## src/rtl/key_event_scheduler.sv

```systemverilog
// Button front end: 2-FF sync, per-key debounce, rising-edge events and a round-robin valid/ready event port.
// Optional build macro KEY_AUTOREPEAT_EN adds per-key auto-repeat while a key is held.
module key_event_scheduler #(
  parameter int N_KEYS          = 4,
  parameter int DEBOUNCE_CYCLES = 16,
  parameter int REPEAT_CYCLES   = 1000
) (
  input  logic                      clk,
  input  logic                      reset,
  input  logic [N_KEYS-1:0]         key_raw,
  output logic                      evt_valid,
  output logic [$clog2(N_KEYS)-1:0] evt_id,
  input  logic                      evt_ready,
  output logic [N_KEYS-1:0]         overrun,
  input  logic                      clr_ovr,
  output logic                      busy
);

  localparam int IDW = $clog2(N_KEYS);
  localparam int CW  = (DEBOUNCE_CYCLES > 1) ? $clog2(DEBOUNCE_CYCLES) : 1;
  localparam logic [CW-1:0] CNT_MAX = CW'(DEBOUNCE_CYCLES - 1);

  typedef enum logic {IDLE = 1'b0, OFFER = 1'b1} state_e;

  logic [N_KEYS-1:0]         sync1_q, sync2_q;
  logic [N_KEYS-1:0]         deb_q, deb_d, deb_prev_q;
  logic [N_KEYS-1:0][CW-1:0] cnt_q, cnt_d;
  logic [N_KEYS-1:0]         pending_q, pending_d;
  logic [N_KEYS-1:0]         overrun_q, overrun_d;
  logic [N_KEYS-1:0]         rise_s, event_s, xfer_mask_s, ovr_set_s;
  logic [2*N_KEYS-1:0]       pend2_s;
  logic [IDW:0]              off_s, sum_s;
  logic [IDW-1:0]            sel_idx_s, ptr_q, evt_id_q;
  logic                      sel_found_s, valid_next_s, xfer_s;
  logic                      evt_valid_q, busy_q;
  state_e                    state_q;

  // Synchronizer, debounced level, its previous value and the debounce counters.
  always_ff @(posedge clk or negedge reset) begin
    if (!reset) begin
      sync1_q    <= '0;
      sync2_q    <= '0;
      deb_q      <= '0;
      deb_prev_q <= '0;
      cnt_q      <= '0;
    end else begin
      sync1_q    <= key_raw;
      sync2_q    <= sync1_q;
      deb_q      <= deb_d;
      deb_prev_q <= deb_q;
      cnt_q      <= cnt_d;
    end
  end

  // Debounce: the level only follows the synchronized input after DEBOUNCE_CYCLES stable cycles.
  always_comb begin
    deb_d = deb_q;
    cnt_d = '0;
    for (int i = 0; i < N_KEYS; i++) begin
      if (sync2_q[i] != deb_q[i]) begin
        if (cnt_q[i] == CNT_MAX) begin
          deb_d[i] = sync2_q[i];
          cnt_d[i] = '0;
        end else begin
          cnt_d[i] = cnt_q[i] + CW'(1);
        end
      end else begin
        cnt_d[i] = '0;
      end
    end
  end

  assign rise_s = deb_q & ~deb_prev_q;

`ifdef KEY_AUTOREPEAT_EN
  localparam int RW = (REPEAT_CYCLES > 1) ? $clog2(REPEAT_CYCLES) : 1;
  localparam logic [RW-1:0] REP_MAX = RW'(REPEAT_CYCLES - 1);

  logic [N_KEYS-1:0][RW-1:0] rep_q, rep_d;
  logic [N_KEYS-1:0]         rep_s;

  // Repeat counters restart on each press and fire every REPEAT_CYCLES while held.
  always_comb begin
    rep_d = '0;
    rep_s = '0;
    for (int i = 0; i < N_KEYS; i++) begin
      if (rise_s[i]) begin
        rep_d[i] = '0;
      end else if (deb_q[i]) begin
        if (rep_q[i] == REP_MAX) begin
          rep_s[i] = 1'b1;
          rep_d[i] = '0;
        end else begin
          rep_d[i] = rep_q[i] + RW'(1);
        end
      end else begin
        rep_d[i] = '0;
      end
    end
  end

  // Repeat counter registers.
  always_ff @(posedge clk or negedge reset) begin
    if (!reset) begin
      rep_q <= '0;
    end else begin
      rep_q <= rep_d;
    end
  end

  assign event_s = rise_s | rep_s;
`else
  assign event_s = rise_s;
`endif

  assign xfer_s      = evt_valid_q & evt_ready;
  assign xfer_mask_s = xfer_s ? ({{(N_KEYS-1){1'b0}}, 1'b1} << evt_id_q) : '0;
  // A key being transferred this cycle accepts a new edge as a fresh event, not an overrun.
  assign ovr_set_s   = event_s & pending_q & ~xfer_mask_s;

  // Pending and sticky overrun next state; a new overrun beats a clear in the same cycle.
  always_comb begin
    pending_d = (pending_q & ~xfer_mask_s) | event_s;
    if (clr_ovr) begin
      overrun_d = ovr_set_s;
    end else begin
      overrun_d = overrun_q | ovr_set_s;
    end
  end

  // Pending and overrun registers.
  always_ff @(posedge clk or negedge reset) begin
    if (!reset) begin
      pending_q <= '0;
      overrun_q <= '0;
    end else begin
      pending_q <= pending_d;
      overrun_q <= overrun_d;
    end
  end

  // Round-robin search: rotate pending by ptr and take the lowest set offset.
  always_comb begin
    pend2_s     = {pending_q, pending_q} >> ptr_q;
    sel_found_s = 1'b0;
    off_s       = '0;
    for (int j = N_KEYS - 1; j >= 0; j--) begin
      sel_found_s = sel_found_s | pend2_s[j];
      off_s       = pend2_s[j] ? (IDW+1)'(j) : off_s;
    end
    sum_s = {1'b0, ptr_q} + off_s;
    if (sum_s >= (IDW+1)'(N_KEYS)) begin
      sum_s = sum_s - (IDW+1)'(N_KEYS);
    end else begin
      sum_s = sum_s;
    end
    sel_idx_s = sum_s[IDW-1:0];
    if (state_q == OFFER) begin
      valid_next_s = ~evt_ready;
    end else begin
      valid_next_s = sel_found_s;
    end
  end

  // Offer FSM with registered valid/id/busy; IDLE always separates two offers.
  always_ff @(posedge clk or negedge reset) begin
    if (!reset) begin
      state_q     <= IDLE;
      evt_valid_q <= 1'b0;
      evt_id_q    <= '0;
      ptr_q       <= '0;
      busy_q      <= 1'b0;
    end else begin
      busy_q <= (|pending_d) | valid_next_s;
      case (state_q)
        IDLE: begin
          if (sel_found_s) begin
            evt_id_q    <= sel_idx_s;
            evt_valid_q <= 1'b1;
            state_q     <= OFFER;
          end
        end
        OFFER: begin
          if (evt_ready) begin
            ptr_q       <= (evt_id_q == IDW'(N_KEYS - 1)) ? '0 : evt_id_q + IDW'(1);
            evt_valid_q <= 1'b0;
            state_q     <= IDLE;
          end
        end
        default: begin
          evt_valid_q <= 1'b0;
          state_q     <= IDLE;
        end
      endcase
    end
  end

  assign evt_valid = evt_valid_q;
  assign evt_id    = evt_id_q;
  assign overrun   = overrun_q;
  assign busy      = busy_q;

endmodule

```

## config.mk

```make
export PLATFORM = sky130hd
export DESIGN_NAME = key_event_scheduler
export DESIGN_NICKNAME = d
export VERILOG_FILES = /design/src/rtl/key_event_scheduler.sv
export SDC_FILE = /design/constraint.sdc
export NUM_CORES = 1
export LEC_CHECK = 0
export CELL_PAD_IN_SITES_DETAIL_PLACEMENT = 1
export CELL_PAD_IN_SITES_GLOBAL_PLACEMENT = 2
export CORE_ASPECT_RATIO = 1.4
export CORE_MARGIN = 1
export CORE_UTILIZATION = 30
export DETAILED_ROUTE_END_ITERATION = 6
export PLACE_DENSITY = 0.69
export SLEW_MARGIN = 30
export SYNTH_ARGS = -nofsm -noshare
export SYNTH_HDL_FRONTEND = slang
export SYNTH_SLANG_ARGS = --single-unit
```

## constraint.sdc

```tcl
create_clock -name clk -period 2.1 [get_ports clk]
set_clock_uncertainty 0.1 [all_clocks]
set_input_delay 0.21 -clock clk [delete_from_list [all_inputs] [get_ports clk]]
set_output_delay 0.21 -clock clk [all_outputs]
set_load 0.02 [all_outputs]
```

# Word-level counts from Yosys, hierarchy flattened
# Cells that the tools add are included.
[classes] addsub=7 n_lt_le_gt_ge=1 eq_ne=11 shifts=2 n_mux=23 n_bitwise=15 n_reduce_logical=8
[op_table] cell="$mux W4" n=10
[op_table] cell="$add A4 B1 Y4 const B" n=4
[op_table] cell="$and A4 B4 Y4" n=4
[op_table] cell="$eq A4 B4 Y1 const B" n=4
[op_table] cell="$reduce_and A2 Y1" n=7
[op_table] cell="$mux W2" n=6
[op_table] cell="$not A4 Y4" n=2
[op_table] cell="$or A4 B4 Y4" n=2
[op_table] cell="$shr A8 B2 Y4" n=1
[op_table] cell="$mux W1" n=5
[op_table] cell="$ne A1 B1 Y1" n=4
[op_table] cell="$ne A2 B2 Y1 const B" n=2
[op_table] cell="$or A1 B1 Y1" n=4
[op_table] cell="$pmux W1 S2" n=2
[op_table] cell="$reduce_or A4 Y1" n=1
[op_table] cell="$shl A1 B2 Y4 const A" n=1
[op_table] cell="$add A2 B2 Y3" n=1
[op_table] cell="$ge A3 B3 Y1 const B" n=1
[op_table] cell="$add A2 B1 Y2 const B" n=1
[op_table] cell="$eq A2 B2 Y1 const B" n=1
[op_table] cell="$not A1 Y1" n=2
[op_table] cell="$sub A2 B1 Y2 const B" n=1
[op_table] cell="$and A1 B1 Y1" n=1
[word_totals] ff_bits=47 in_bits=8 out_inout_bits=8 word_cells=85

# Depth between registers and ports, before layout
# Gate-level depths: netlist of the first run.
[logic_depth] ltp_word=8 ltp_mapped=8 ltp_nobuf=8

# Worst setup path before layout of the first run
# Ideal clock, no wire load.
[synth_timing] path_type="register to register" from="register pending_q[0]" to="register evt_id_q[1], in the netlist evt_id[1]" setup_ns=0.125 t_arrival_ns=1.492 required_ns=1.875 slack_ns=0.384 stages_incl_launch_ff=9 n_path_buf=0 synth_period_minus_slack_ns=1.716 path_cell_list="dfrtp_1 -> inv_1 -> o21ai_0 -> a21oi_1 -> o31a_1 -> ha_1 -> xnor2_1 -> xnor2_1 -> a21oi_1"
[synth_via] elab_chain_cells=8 word_cells_on_any_way=13 classes_between="add/sub (2); order compare (1); shift (1); mux (5); bitwise (3); reduce/logical (1)"
[synth_rtl] element="start: declaration" line="28" text="logic [N_KEYS-1:0] pending_q, pending_d;"
[synth_rtl] element="start signal: assignment" line="137" text="pending_q <= pending_d;"
[synth_rtl] element="$shr A8 B2 Y4 (*)" line="144" text="pend2_s = {pending_q, pending_q} >> ptr_q;"
[synth_rtl] element="$mux W2 (4 in a row)" line="149" text="off_s = pend2_s[j] ? (IDW+1)'(j) : off_s;"
[synth_rtl] element="$add A2 B2 Y3" line="151" text="sum_s = {1'b0, ptr_q} + off_s;"
[synth_rtl] element="$ge A3 B3 Y1 / $sub A2 B1 Y2 (equally long branches)" line="152, 153"
[synth_rtl] element="$mux W2" line="152" text="if (sum_s >= (IDW+1)'(N_KEYS)) begin"
[synth_rtl] element="end signal: assignment" line="178" text="evt_id_q <= sel_idx_s;"
[synth_rtl] element="end: declaration" line="33" text="logic [IDW-1:0] sel_idx_s, ptr_q, evt_id_q;"
# Mark *: on every way between the ends. The rest lies on a longest branch, timed or not.
# A chain may end at the register's enable or synchronous reset.

# Final worst setup path of the first run
# Same ends and word-level chain as after synthesis.

==> results of run 1 <==
-- per-layer routing --
layer  share of wire (%)  up-vias  track usage, %
li1                    -      599               -
met3                 2.3        7           2.178
met5                   0        -               0
met4                 2.0        0           5.538
met1                  43      630           14.65
met2                  53       17           22.93
-- critical path: cells and delay by family (launching register included) --
family                     cells  cell delay [ns]
DFF                            1             0.46
AOI/OAI and AO/OA              4             0.62
adders and majority gates      1             0.19
xor gates and xnor gates       2             0.29
buffers and inverters          1             0.08
-- registers in the layout, indices dropped and copies added (netlist names) --
signal / flops
cnt_q: 16
deb_prev_q: 4
deb_q: 4
overrun: 4
pending_q: 4
sync1_q: 4
sync2_q: 4
evt_id: 2
ptr_q: 2
busy: 1
evt_valid: 1
state_q: 1
-- kinds of logic (layout without fill, tap and decap cells) --
| group | count (synthesis) | count (layout) | share of synthesized area, % |
|---|---|---|---|
| flops | 47 | 47 | 59.95 |
| compound gates | 31 | 31 | 10.65 |
| buf+inv | 11 | 36 | 2.105 |
| fa+ha+maj | 9 | 9 | 5.740 |
| simple gates | 45 | 45 | 13.20 |
| xor+xnor | 10 | 10 | 4.464 |
| mux | 7 | 7 | 3.890 |
-- timing repair --
action                                 CTS  global route
setup buffers                            0             0
endpoints found under the hold margin   22             0
hold buffers                             1             0
-- per-stage QoR --
stage / power, mW / std cells / setup WS (ns) / util [%]
after CTS: 2.066 / 257 / 0.2238 / 36.93
after global placement: 1.475 / 249 / 0.3057 / 35.37
after floorplan: 1.334 / 160 / 0.3839 / -
final: 2.023 / 257 / 0.2312 / 36.93
after global routing: 2.160 / 257 / 0.08845 / 36.93
after detailed placement: 1.496 / 249 / 0.2349 / 35.37
-- layout by cell type (no fill, tap or decap), drive strengths merged, types with 3 or more instances in the layout --
| cell | n |
|---|---|
| inv | 11 |
| nand2 | 6 |
| clkdlybuf4s50 | 14 |
| nand4b | 3 |
| nor3b | 4 |
| a21o | 4 |
| ha | 9 |
| clkbuf | 6 |
| buf | 3 |
| xnor2 | 10 |
| nand3 | 11 |
| dfrtp | 47 |
| nor2 | 8 |
| nor2b | 10 |
| mux2 | 5 |
| o21ai | 8 |
| a21oi | 9 |
-- final cells by class --
| cell class | count | area [µm²] |
|---|---|---|
| Fill cell | 690 | 3944 |
| Multi-Input combinational cell | 102 | 744.5 |
| Sequential cell | 47 | 1176 |
| Clock inverter | 1 | 5.005 |
| Inverter | 11 | 41.29 |
| Tap cell | 72 | 90.09 |
| Clock buffer | 6 | 82.58 |
| Timing Repair Buffer | 18 | 170.2 |
-- power by group through the flow --
| stage | logic, mW | clock network [mW] | registers (mW) |
|---|---|---|---|
| floorplan | 0.224 | 0 | 1.11 |
| global placement | 0.378 | 0 | 1.10 |
| detailed placement | 0.386 | 0 | 1.11 |
| CTS | 0.390 | 0.584 | 1.09 |
| global route | 0.427 | 0.628 | 1.10 |
| finish | 0.382 | 0.552 | 1.09 |
-- final timing paths --
check | startpoint | to | slack, ns | depth (start not counted)
max in group asynchronous | reset | state_q | 1.00 | 3
worst max register to register | pending_q[0] | evt_id[1] | 0.23 | 8
worst min-delay path | key_raw[2] | sync1_q[2] | 0.25 | 1
min in group asynchronous | reset | evt_id[1] | 0.32 | 2
worst min register to register | sync1_q[1] | sync2_q[1] | 0.25 | 0
worst max-delay path | pending_q[0] | evt_id[1] | 0.23 | 8
==> results_dict.tcl, run 1 <==
set metrics [dict create \
    route.detailed.drc 0 \
    clk_latency_ns 0.29 \
    clock-sinks 47 \
    fin_nets 202 \
    power.switching_uw 579.8 \
    layout_min_cycle_time_ns 1.869 \
    initial_utilization_pct 31.37 \
    ys.flop_type "dfrtp_1" \
    slew_viol_final 0 \
    p_seq_share_pct 53.8 \
    synth_area_um2 1962 \
    hold_violations 0 \
    ys_seq_area_share_pct 59.95 \
    die_y_um 97.69 \
    postLayoutCellArea_um2 2310 \
    cellPowerDensity_nw_per_um2 876.0 \
    port_buffers 15 \
    gp_congestion 0.7120 \
    clk_pin_slew_ns 0.09 \
    clock-root-buffer "clkbuf_8" \
    finalHoldWorstSlack_ns 0.2500 \
    grt_pass1_vias 1441 \
    p_comb_share_pct 18.9 \
    cts_buffers 5 \
    end_kind "flip-flop" \
    num_vias 1253 \
    synth_common_cells "dfrtp_1, inv_1, nand3_1, xnor2_1" \
    power_leakage_nw 1.039 \
    yosys.cell_types.count 32 \
    setup_tns_ns 0 \
    ir_drop_v 0.0003694 \
    antenna_found_initial 0 \
    crit_arrival_ns 1.95 \
    yosys-top-cells-area "dfrtp_1, ha_1, xnor2_1" \
    critPathSlowestCell "dfrtp_1" \
    status "finished, final reports clean" \
    synth_most_common_cell "dfrtp_1" \
    cts_tree "yes" \
    std_cell_rows 34 \
    coreArea_um2 6254 \
    htreeDepth 2 \
    ant_nets 0 \
    clkPwrFrac_pct 27.3 \
    crit_path_max_fanout 7 \
    async_reset_ff_share_pct 100.0 \
    synthCells 160 \
    min_period_over_period_pct 88.99 \
    fmax_ghz 0.5351 \
    io_pins 16 \
    placed_area_um2 2212 \
    hp-class "primary input to flip-flop" \
    synth_largest_area_cell "dfrtp_1" \
    areaGrowthSynthToFinish_pct 17.73 \
    crit_chain "inv_1 -> o21ai_0 -> a21oi_1 -> o31a_1 -> ha_1 -> xnor2_1 -> xnor2_1 -> a21oi_1" \
    routed_wirelength_um 3873 \
    grt_start_max_net_pins 25 \
    worstMarginPinSlew_ns 0.5319 \
    wl_per_cell_um 15.07 \
    netSwitchingFraction_pct 28.66 \
    cap_violations 0 \
    p_int_mw 1.444 \
    grt_pass1_wl_um 6906 \
    drt_pass1_iterations 4 \
    slew_headroom_pct 64.54 \
    first_iter_violations 23 \
    critPathKind "flip-flop to flip-flop" \
    finalSetupViolCount 0 \
    fp.dieW_um 70.35 \
    dieArea_um2 6872 \
    slowest_delay_ns 0.46 \
    gr-total-overflow 0 \
    ys_ff_latch 47 \
    rsz0062_at_grt "no" \
    drive_above_1_share_pct 12.43 \
    crit_path_start_kind "flip-flop" \
    critPathRequiredTime_ns 2.18 \
    synth_nets 177 \
    avgSynthCellArea_um2 12.26 \
    grt_usage_pct 12.81 \
    antennaDiodeCount 0 \
    synth_top_area_share_pct 59.95 \
    yosysWarningCount 0 \
    post_cts_resized 0 \
    vias_per_cell 4.875 \
    synth-edff-count 0 \
    cts_buffer_depth 2 \
    hpwl_um 2903 \
]
(Power assumes the default switching activity.)
==> inputs of run 2 (changes only) <==
--- a/config.mk
+++ b/config.mk
@@ -5,13 +5,14 @@
 export SDC_FILE = /design/constraint.sdc
 export NUM_CORES = 1
 export LEC_CHECK = 0
+export ABC_AREA = 1
 export CELL_PAD_IN_SITES_DETAIL_PLACEMENT = 1
 export CELL_PAD_IN_SITES_GLOBAL_PLACEMENT = 2
 export CORE_ASPECT_RATIO = 1.4
-export CORE_MARGIN = 1
-export CORE_UTILIZATION = 30
+export CORE_MARGIN = 2
+export CORE_UTILIZATION = 36
 export DETAILED_ROUTE_END_ITERATION = 6
-export PLACE_DENSITY = 0.69
+export PLACE_DENSITY = 0.83
 export SLEW_MARGIN = 30
 export SYNTH_ARGS = -nofsm -noshare
 export SYNTH_HDL_FRONTEND = slang
==> run 2 against run 1 <==
  * Clock-buffer cell count down 1
  * Critical endpoint unchanged
  * Area after synthesis up 2.3%
  * Hold slack worse by 0.0087 ns
  * Die area down 9.8%
  * Routed wire length up 1.4%
  * Fmax up 0.15%
  * Utilization up 6.4 points
  * Sequential power up 4%
==> results_dict.tcl, run 2 <==
set metrics [dict create \
    status "finished, final reports clean" \
    gp_congestion 0.7545 \
    slew_viol_final 0 \
    cellPowerDensity_nw_per_um2 1003 \
    routed_wirelength_um 3926 \
    std_cell_rows 32 \
    num_vias 1383 \
    final_common_cell "dfrtp_1" \
    worstMarginPinSlew_ns 0.4722 \
    crit_path_max_fanout 7 \
    clock-sinks 47 \
    initial_utilization_pct 36.86 \
    die_y_um 92.35 \
    drive_above_1_share_pct 9.692 \
    yosysWarningCount 0 \
    synthCells 202 \
    clk_pin_slew_ns 0.09 \
    crit_path_start_kind "flip-flop" \
    first_iter_violations 29 \
    avgSynthCellArea_um2 9.935 \
    coreArea_um2 5445 \
    ys_ff_latch 47 \
    cts_buffers 5 \
    power_leakage_nw 1.199 \
    synth_top_area_share_pct 58.60 \
    hp-class "primary input to flip-flop" \
    ys_seq_area_share_pct 58.60 \
    yosys-top-cells-area "dfrtp_1, nand3_1, nand2_1" \
    port_buffers 15 \
    grt_pass1_vias 1564 \
    route.detailed.drc 0 \
    register_area_um2 1177 \
    finalHoldWorstSlack_ns 0.2413 \
    synth-edff-count 0 \
    dieArea_um2 6197 \
    cap_violations 0 \
    hold_violations 0 \
    regMostFlops "cnt_q" \
    multi_input_area_um2 706.9 \
    htreeDepth 2 \
    fp.dieW_um 67.11 \
    fmax_ghz 0.5359 \
    grt_start_max_net_pins 30 \
    synth_area_um2 2007 \
    ant_nets 0 \
    yosys.cell_types.count 19 \
    critPathKind "flip-flop to flip-flop" \
    gr-total-overflow 0 \
    io_pins 16 \
    ys.flop_type "dfrtp_1" \
    synth_nets 219 \
    slew_headroom_pct 68.52 \
    rsz0062_at_grt "no" \
    clk_latency_ns 0.30 \
    ir_drop_v 0.0005497 \
    async_reset_ff_share_pct 100.0 \
    antenna_found_initial 0 \
    cts_tree "yes" \
    fill_cells 652 \
    areaGrowthSynthToFinish_pct 17.46 \
    grt_usage_pct 15.58 \
    end_kind "flip-flop" \
    synth_most_common_cell "dfrtp_1" \
    critPathRequiredTime_ns 2.20 \
    setup_tns_ns 0 \
    cts_buffer_depth 2 \
    hpwl_um 2980 \
    drt_pass1_iterations 4 \
    crit_arrival_ns 1.96 \
    final_cell_mix "dfrtp_1, nand2_1, inv_1, nand3_1, nor2_1" \
    synth_common_cells "dfrtp_1, nand2_1, inv_1, nand3_1, nor2_1" \
    antennaDiodeCount 0 \
    min_period_over_period_pct 88.86 \
    synth_largest_area_cell "dfrtp_1" \
    vias_per_cell 4.688 \
    layout_min_cycle_time_ns 1.866 \
    fin_nets 243 \
    grt_pass1_wl_um 7148 \
    clock-root-buffer "clkbuf_8" \
    finalSetupViolCount 0 \
    largest_register_ffs 16 \
    wl_per_cell_um 13.31 \
]
[run 2: cell count changes after synthesis, moves of 4 or more]
cell and delta:
nor2_1 +12, nor3b_1 -4, inv_1 +21, nand2_1 +27, a21oi_1 -4, xor2_1 +4, nor2b_1 -9, nand3_1 +15
[run 2: stage by stage]
step           total power [mW]  instance area (µm²)  worst slack, ns  utilization, %  cells
3_5_place_dp              1.853                 2257           0.1776           41.45    286
6_report                  2.364                 2357           0.2339           43.29    295
2_1_floorplan             1.584                 2007           0.4120               -    202
3_3_place_gp              1.841                 2257           0.1609           41.45    286
4_1_cts                   2.403                 2356           0.1599           43.27    295
5_1_grt                   2.570                 2357          0.03641           43.29    295
[run 2: worst max-delay path: stages, from the launching register on]
cell and delay (ns):
dfrtp_2 0.47, inv_2 0.10, nand2_1 0.08, nand3_1 0.07, nand2_1 0.10, a21boi_0 0.14, ha_1 0.20, xnor2_1 0.13
nand3b_1 0.17, nand2_1 0.07, inv_1 0.03, nand2_1 0.06, nand2_1 0.04
[run 2: layer usage]
metal	GRT usage, %	up-vias	share of wire [%]
met2	27.48	18	54
met3	3.645	8	2.6
li1	-	677	-
met5	0	-	0
met1	17.59	680	41
met4	6.293	0	2.7
[run 2: report_power, final]
group	switching, mW	total (mW)	internal (mW)	leakage (nW)
combinational	0.404	0.693	0.290	0.545
sequential	0.128	1.13	1.01	0.613
clock	0.305	0.537	0.232	0.0402
[run 2: path summary, 6_finish.rpt]
check | depth (start not counted) | end | slack (ns) | startpoint
max in group asynchronous | 3 | ptr_q[0] | 1.08 | reset
setup / recovery | 12 | evt_id[1] | 0.23 | ptr_q[0]
hold reg to reg | 0 | sync2_q[2] | 0.25 | sync1_q[2]
setup reg to reg | 12 | evt_id[1] | 0.23 | ptr_q[0]
min in group asynchronous | 2 | cnt_q[4] | 0.29 | reset
hold / removal | 1 | sync1_q[0] | 0.24 | key_raw[0]
[run 2: kinds of logic (layout without fill, tap and decap cells)]
| group | Yosys count | in the layout | share of synthesized area [%] |
|---|---|---|---|
| xor+xnor | 12 | 12 | 5.237 |
| flops | 47 | 47 | 58.60 |
| mux | 4 | 4 | 2.244 |
| buf+inv | 33 | 58 | 6.172 |
| compound gates | 13 | 13 | 4.052 |
| simple gates | 84 | 84 | 18.08 |
| fa+ha+maj | 9 | 9 | 5.611 |
[run 2: repair_timing]
action	in CTS	in global routing
hold buffers	1	0
resized for setup	0	2
buffers inserted	0	0
endpoints found under the hold margin	18	0
endpoints found under the setup margin	0	1
[run 2: layout make-up]
type / instances / area share [%]
Multi-Input combinational cell: 122 / 29.99
Sequential cell: 47 / 49.95
Inverter: 33 / 5.255
Timing Repair Buffer: 17 / 7.431
Clock inverter: 3 / 0.8493
Tap cell: 68 / 3.609
Clock buffer: 5 / 2.919
